### src/rtl/im_loader.sv
// im_loader: packs a big-endian byte stream into 32-bit words and writes them to instruction memory.
// Latency: 4th byte accepted at edge k -> we/waddr/wdata valid k..k+1; minimum 5 cycles per word.
// Backpressure: in_ready is high only while receiving; it drops for the write cycle; gaps in in_valid stall the loader.
module im_loader #(
  parameter int SIZE_IM = 128
) (
  input  logic        clk,
  input  logic        rst,
  input  logic        start,
  input  logic [7:0]  num_words,
  input  logic        in_valid,
  input  logic [7:0]  in_byte,
  output logic        in_ready,
  output logic        we,
  output logic [31:0] waddr,
  output logic [31:0] wdata,
  output logic        busy,
  output logic        done,
  output logic        err,
  output logic [7:0]  words_written
);

  localparam logic [1:0] S_IDLE  = 2'd0;
  localparam logic [1:0] S_RECV  = 2'd1;
  localparam logic [1:0] S_WRITE = 2'd2;
  localparam logic [1:0] S_DONE  = 2'd3;

  logic [1:0]  r_state;
  logic [7:0]  r_len;
  logic [1:0]  r_byte_cnt;
  logic [7:0]  r_word_idx;
  logic [23:0] r_buf;
  logic        r_we;
  logic [31:0] r_waddr;
  logic [31:0] r_wdata;
  logic        r_err;
  logic [7:0]  r_words_written;

  logic w_idle_like;
  logic w_start_ok;
  logic w_too_big;
  logic w_accept;
  logic w_word_full;
  logic w_last;

  // IDLE and DONE both accept a new start; busy states ignore it.
  assign w_idle_like = (r_state == S_IDLE) || (r_state == S_DONE);
  assign w_start_ok  = start && w_idle_like;
  assign w_too_big   = (32'(num_words) > 32'(SIZE_IM));
  assign w_accept    = (r_state == S_RECV) && in_valid;
  assign w_word_full = w_accept && (r_byte_cnt == 2'd3);
  assign w_last      = ((r_word_idx + 8'd1) == r_len);

  // Control: state sequencing, length latch, word/byte counters and status flags.
  always_ff @(posedge clk or posedge rst) begin
    if (rst) begin
      r_state         <= S_IDLE;
      r_len           <= 8'd0;
      r_byte_cnt      <= 2'd0;
      r_word_idx      <= 8'd0;
      r_err           <= 1'b0;
      r_words_written <= 8'd0;
    end else begin
      case (r_state)
        S_IDLE, S_DONE: begin
          if (w_start_ok) begin
            r_len           <= num_words;
            r_err           <= 1'b0;
            r_words_written <= 8'd0;
            r_byte_cnt      <= 2'd0;
            r_word_idx      <= 8'd0;
            if (num_words == 8'd0) begin
              r_state <= S_DONE;
            end else if (w_too_big) begin
              r_err   <= 1'b1;
              r_state <= S_DONE;
            end else begin
              r_state <= S_RECV;
            end
          end
        end
        S_RECV: begin
          if (w_accept) begin
            r_byte_cnt <= r_byte_cnt + 2'd1;
            if (w_word_full) begin
              r_state <= S_WRITE;
            end
          end
        end
        S_WRITE: begin
          r_word_idx      <= r_word_idx + 8'd1;
          r_words_written <= r_words_written + 8'd1;
          r_byte_cnt      <= 2'd0;
          r_state         <= w_last ? S_DONE : S_RECV;
        end
        default: r_state <= S_IDLE;
      endcase
    end
  end

  // Datapath: shift bytes into the buffer and register the memory write port.
  always_ff @(posedge clk or posedge rst) begin
    if (rst) begin
      r_buf   <= 24'd0;
      r_we    <= 1'b0;
      r_waddr <= 32'd0;
      r_wdata <= 32'd0;
    end else begin
      r_we <= 1'b0;
      if (w_start_ok) begin
        r_buf <= 24'd0;
      end else if (w_accept) begin
        r_buf <= {r_buf[15:0], in_byte};
        if (w_word_full) begin
          r_we    <= 1'b1;
          r_wdata <= {r_buf, in_byte};
          r_waddr <= {22'd0, r_word_idx, 2'b00};
        end
      end
    end
  end

  assign in_ready      = (r_state == S_RECV);
  assign busy          = (r_state == S_RECV) || (r_state == S_WRITE);
  assign done          = (r_state == S_DONE);
  assign we            = r_we;
  assign waddr         = r_waddr;
  assign wdata         = r_wdata;
  assign err           = r_err;
  assign words_written = r_words_written;

endmodule
### config.mk
export PLATFORM = sky130hd
export DESIGN_NAME = im_loader
export DESIGN_NICKNAME = d
export VERILOG_FILES = /design/src/rtl/im_loader.sv
export SDC_FILE = /design/constraint.sdc
export NUM_CORES = 1
export LEC_CHECK = 0
export CORE_AREA = 2 2 106 108
export CTS_CLUSTER_DIAMETER = 40
export DETAILED_ROUTE_END_ITERATION = 8
export DIE_AREA = 0 0 108 110
export MAX_ROUTING_LAYER = met4
export PLACE_DENSITY_LB_ADDON = 0.1
export RECOVER_POWER = 50
export SETUP_SLACK_MARGIN = 0.3
export SLEW_MARGIN = 20
export SYNTH_ARGS = -nofsm -noshare
export SYNTH_HDL_FRONTEND = slang
export SYNTH_SLANG_ARGS = --single-unit
### constraint.sdc
create_clock -name clk -period 3.2 [get_ports clk]
set_input_delay 0.64 -clock clk [delete_from_list [all_inputs] [get_ports clk]]
set_output_delay 0.64 -clock clk [all_outputs]
set_load 0.01 [all_outputs]
==> summary.md <==
| Metric | Value |
|---|---|
| Status | `finished, final reports clean` |
| Final wirelength | `8.15 mm` |
| Crit Path Max Fanout | `9` |
| Async S/R FF share, synth | `1.00` |
| Capturing point of the worst reg2reg path | `r_buf[19]` |
| Io pins | `just under 100` |
| DR WL met3 | `roughly 340 um` |
| Required time of the critical path | `~2.6 ns` |
| Area after DPL | `slightly below 5000 um^2` |
| Inserted Clock Buffers | `9` |
| Synthesized area per cell | `roughly 12 um^2` |
| Die area | `around 12000 um^2` |
| Setup crit start | `r_state[0]` |
| Detailed-route vias per instance | `between 4 and 5` |
| CTS tree | `yes` |
| Number of max-cap violations | `0` |
| Antenna Nets Post-Route | `0` |
| Startpoint Class | `register` |
| Global-route wire length before repair | `approximately 13 mm` |
| Register bit total from synthesis | `94` |
| Worst-path clk slew | `~0.10 ns` |
| Final nets | `~440` |
| Dominant cell type by area after synthesis | `dfrtp_1` |
| Root buffer cell | `clkbuf_8` |
| Synth warn | `0` |
| Worst R2R Setup Slack | `0.76 ns` |
| Final Hold Viols | `0` |
| Lkg Pwr | `2.47 nW` |
| Layout Skew | `roughly 0.011 ns` |
| Largest net degree at the start of global routing | `95` |
| Routed met1 length | `a little under 4 mm` |
| Syn Std Cell Area | `about 4200 um^2` |
| Count leader, synth | `dfrtp_1` |
| Final Wtd Congestion | `about 0.78` |
| Clock insertion delay at the later pin of the skew report | `between 0.3 and 0.4 ns` |
| Pins over their slew limit | `0` |
| Critical Path End Type | `primary output` |
| Fill count | `slightly above 1000` |
| IO buf count | `just over 70` |
| Yosys top cell area share | `0.557` |
| Fin crit share | `0.792` |
| Hold crit path type | `reg2reg` |
| RSZ-0062 raised after global routing | `false` |
| Number of global-route vias before repair | `approximately 2700` |
| Initial core utilization | `0.395` |
| Post-synth EDFFs | `0` |
| Detailed-router iteration count before antenna repair | `4` |
| Finished Cell Area | `5200 um^2` |
| Post-CTS resize count | `0` |
| Setup TNS Final | `0 ns` |
| DR WL/cell | `about 15 um` |
| Sink Count | `94` |
| Post-synth top flop | `dfrtp_1` |
| CORE AREA | `10700 um^2` |
| Area Growth Syn to Fin | `23.1%` |
| R2R cell count | `5` |
| Share of cells above drive strength 1 | `0.179` |
| Origin of the critical flop-to-flop path | `r_state[0]` |
| Sequential element share of the synthesized area | `0.557` |
| Clk buf depth | `2` |
| Die width | `108 um` |
| GRT Total Usage | `0.150` |
| CP Capture Point | `busy` |
| Max Freq | `0.394 GHz` |
| DRC Markers | `0` |
| N_diodes | `0` |
| FP Rows | `38` |
| Post-Syn Instances | `roughly 340` |
| GR Overflow Total | `0` |
| DR iter-0 viols | `76` |
| Setup-failing EPs final | `0` |
| Cell variety after synth | `45` |
| Post-synth top cells | `dfrtp_1, mux2_2, a22o_1, buf_4, nand2_1` |
| Htree depth | `3` |
| CTS Hold Bufs | `0` |
| Met2 wire len | `about 3.7 mm` |
| Worst relative slew slack | `0.151` |
| Die height | `110 um` |
| DR top layer | `met4` |
| Detail Placement HPWL | `~5.6 mm` |
| Dominant cells by area after synthesis | `dfrtp_1, mux2_2, a22o_1` |
| Critical path class | `reg2out` |
| Peak supply drop | `around 0.00052 V` |
| Crit path time final | `approximately 2.5 ns` |
| Post-CTS Setup Bufs | `0` |
| Power per cell area | `791 nW/um^2` |
| Via count | `roughly 2700` |
| CP arrival | `roughly 1.9 ns` |
| Least-Margin Pin Slew | `1.27 ns` |
| Antenna violations before repair | `0` |
[cell families (layout without fill, tap and decap cells)]
group	count (synthesis)	in the layout	synth area share
AND/OR/NAND/NOR	68	68	0.0776
XOR/XNOR	16	16	0.0332
AO/OA/AOI/OAI	54	54	0.101
adder cells (fa/ha/maj)	7	7	0.0207
buffers and inverters	49	100	0.0764
flip-flops	94	94	0.557
multiplexers	50	50	0.134
other	1	24	0.000887
[through the flow]
step | hold WS, ns | setup slack (ns) | std cells | util | total power (W)
finish | 0.492 | 0.664 | 553 | 0.486 | 0.00411
global route | 0.514 | 0.523 | 553 | 0.486 | 0.00440
detailed placement | 0.475 | 0.500 | 537 | 0.464 | 0.00321
global placement | 0.465 | 0.518 | 537 | 0.464 | 0.00319
floorplan | 0.456 | 1.35 | 362 | - | 0.00267
CTS | 0.500 | 0.650 | 553 | 0.488 | 0.00420
[worst max-delay path, stage by stage (launching register included)]
cell             delay (ns)
dfrtp_1                0.43
inv_1                  0.06
ha_1                   0.42
inv_1                  0.10
clkdlybuf4s50_1        0.54
[sequential cells by signal, summed over array words and instances, names as in the netlist]
signal         flops
words_written      8
waddr              8
wdata             32
we                 1
r_state            2
r_byte_cnt         2
r_buf             24
r_word_idx         8
err                1
r_len              8
[how the worst min path moves through the flow]
stage                     cells past startpoint          start  slack [ns]             to
after global placement                        2       waddr[6]        0.46       waddr[6]
after floorplan                               1  r_byte_cnt[0]        0.46  r_byte_cnt[0]
after global routing                          1       wdata[2]        0.51       wdata[2]
after detailed placement                      2       waddr[6]        0.48       waddr[6]
final                                         2       waddr[6]        0.49       waddr[6]
after CTS                                     2       waddr[6]        0.50       waddr[6]
[where the power goes]
group / total, W / switching, W / internal [W]
clock: 0.000977 / 0.000429 / 0.000547
combinational: 0.00137 / 0.000666 / 0.000702
sequential: 0.00177 / 0.000254 / 0.00151
[layout make-up]
type / instances / area [um^2] / area share
multi-input cells: 219 / 1640 / 0.315
repair buffers: 76 / 747 / 0.144
clock buffers: 10 / 138 / 0.0265
inverters: 8 / 33.8 / 0.00650
well taps: 140 / 175 / 0.0337
clock inverters: 6 / 115 / 0.0221
flip-flops and latches: 94 / 2350 / 0.452
[cells in the final DEF (no fill, tap or decap), types with 3 or more instances in the layout]
cell type	n
a21oi_1	3
a22o_1	29
bufinv_16	3
clkbuf_8	10
clkdlybuf4s50_1	60
conb_1	24
dfrtp_1	94
dlygate4sd3_1	12
ha_1	7
inv_1	7
mux2_2	48
nand2_1	23
nand2b_1	3
nand3_1	7
nand4_1	4
nor2_1	14
o21ai_0	8
or3_1	4
xnor2_1	7
xor2_1	9
[routing by layer]
metal	up-vias	GRT usage
met5	-	-
met4	0	0.0586
met3	16	0.0294
met2	60	0.230
met1	1326	0.197
li1	1290	-
(Power assumes the default switching activity.)
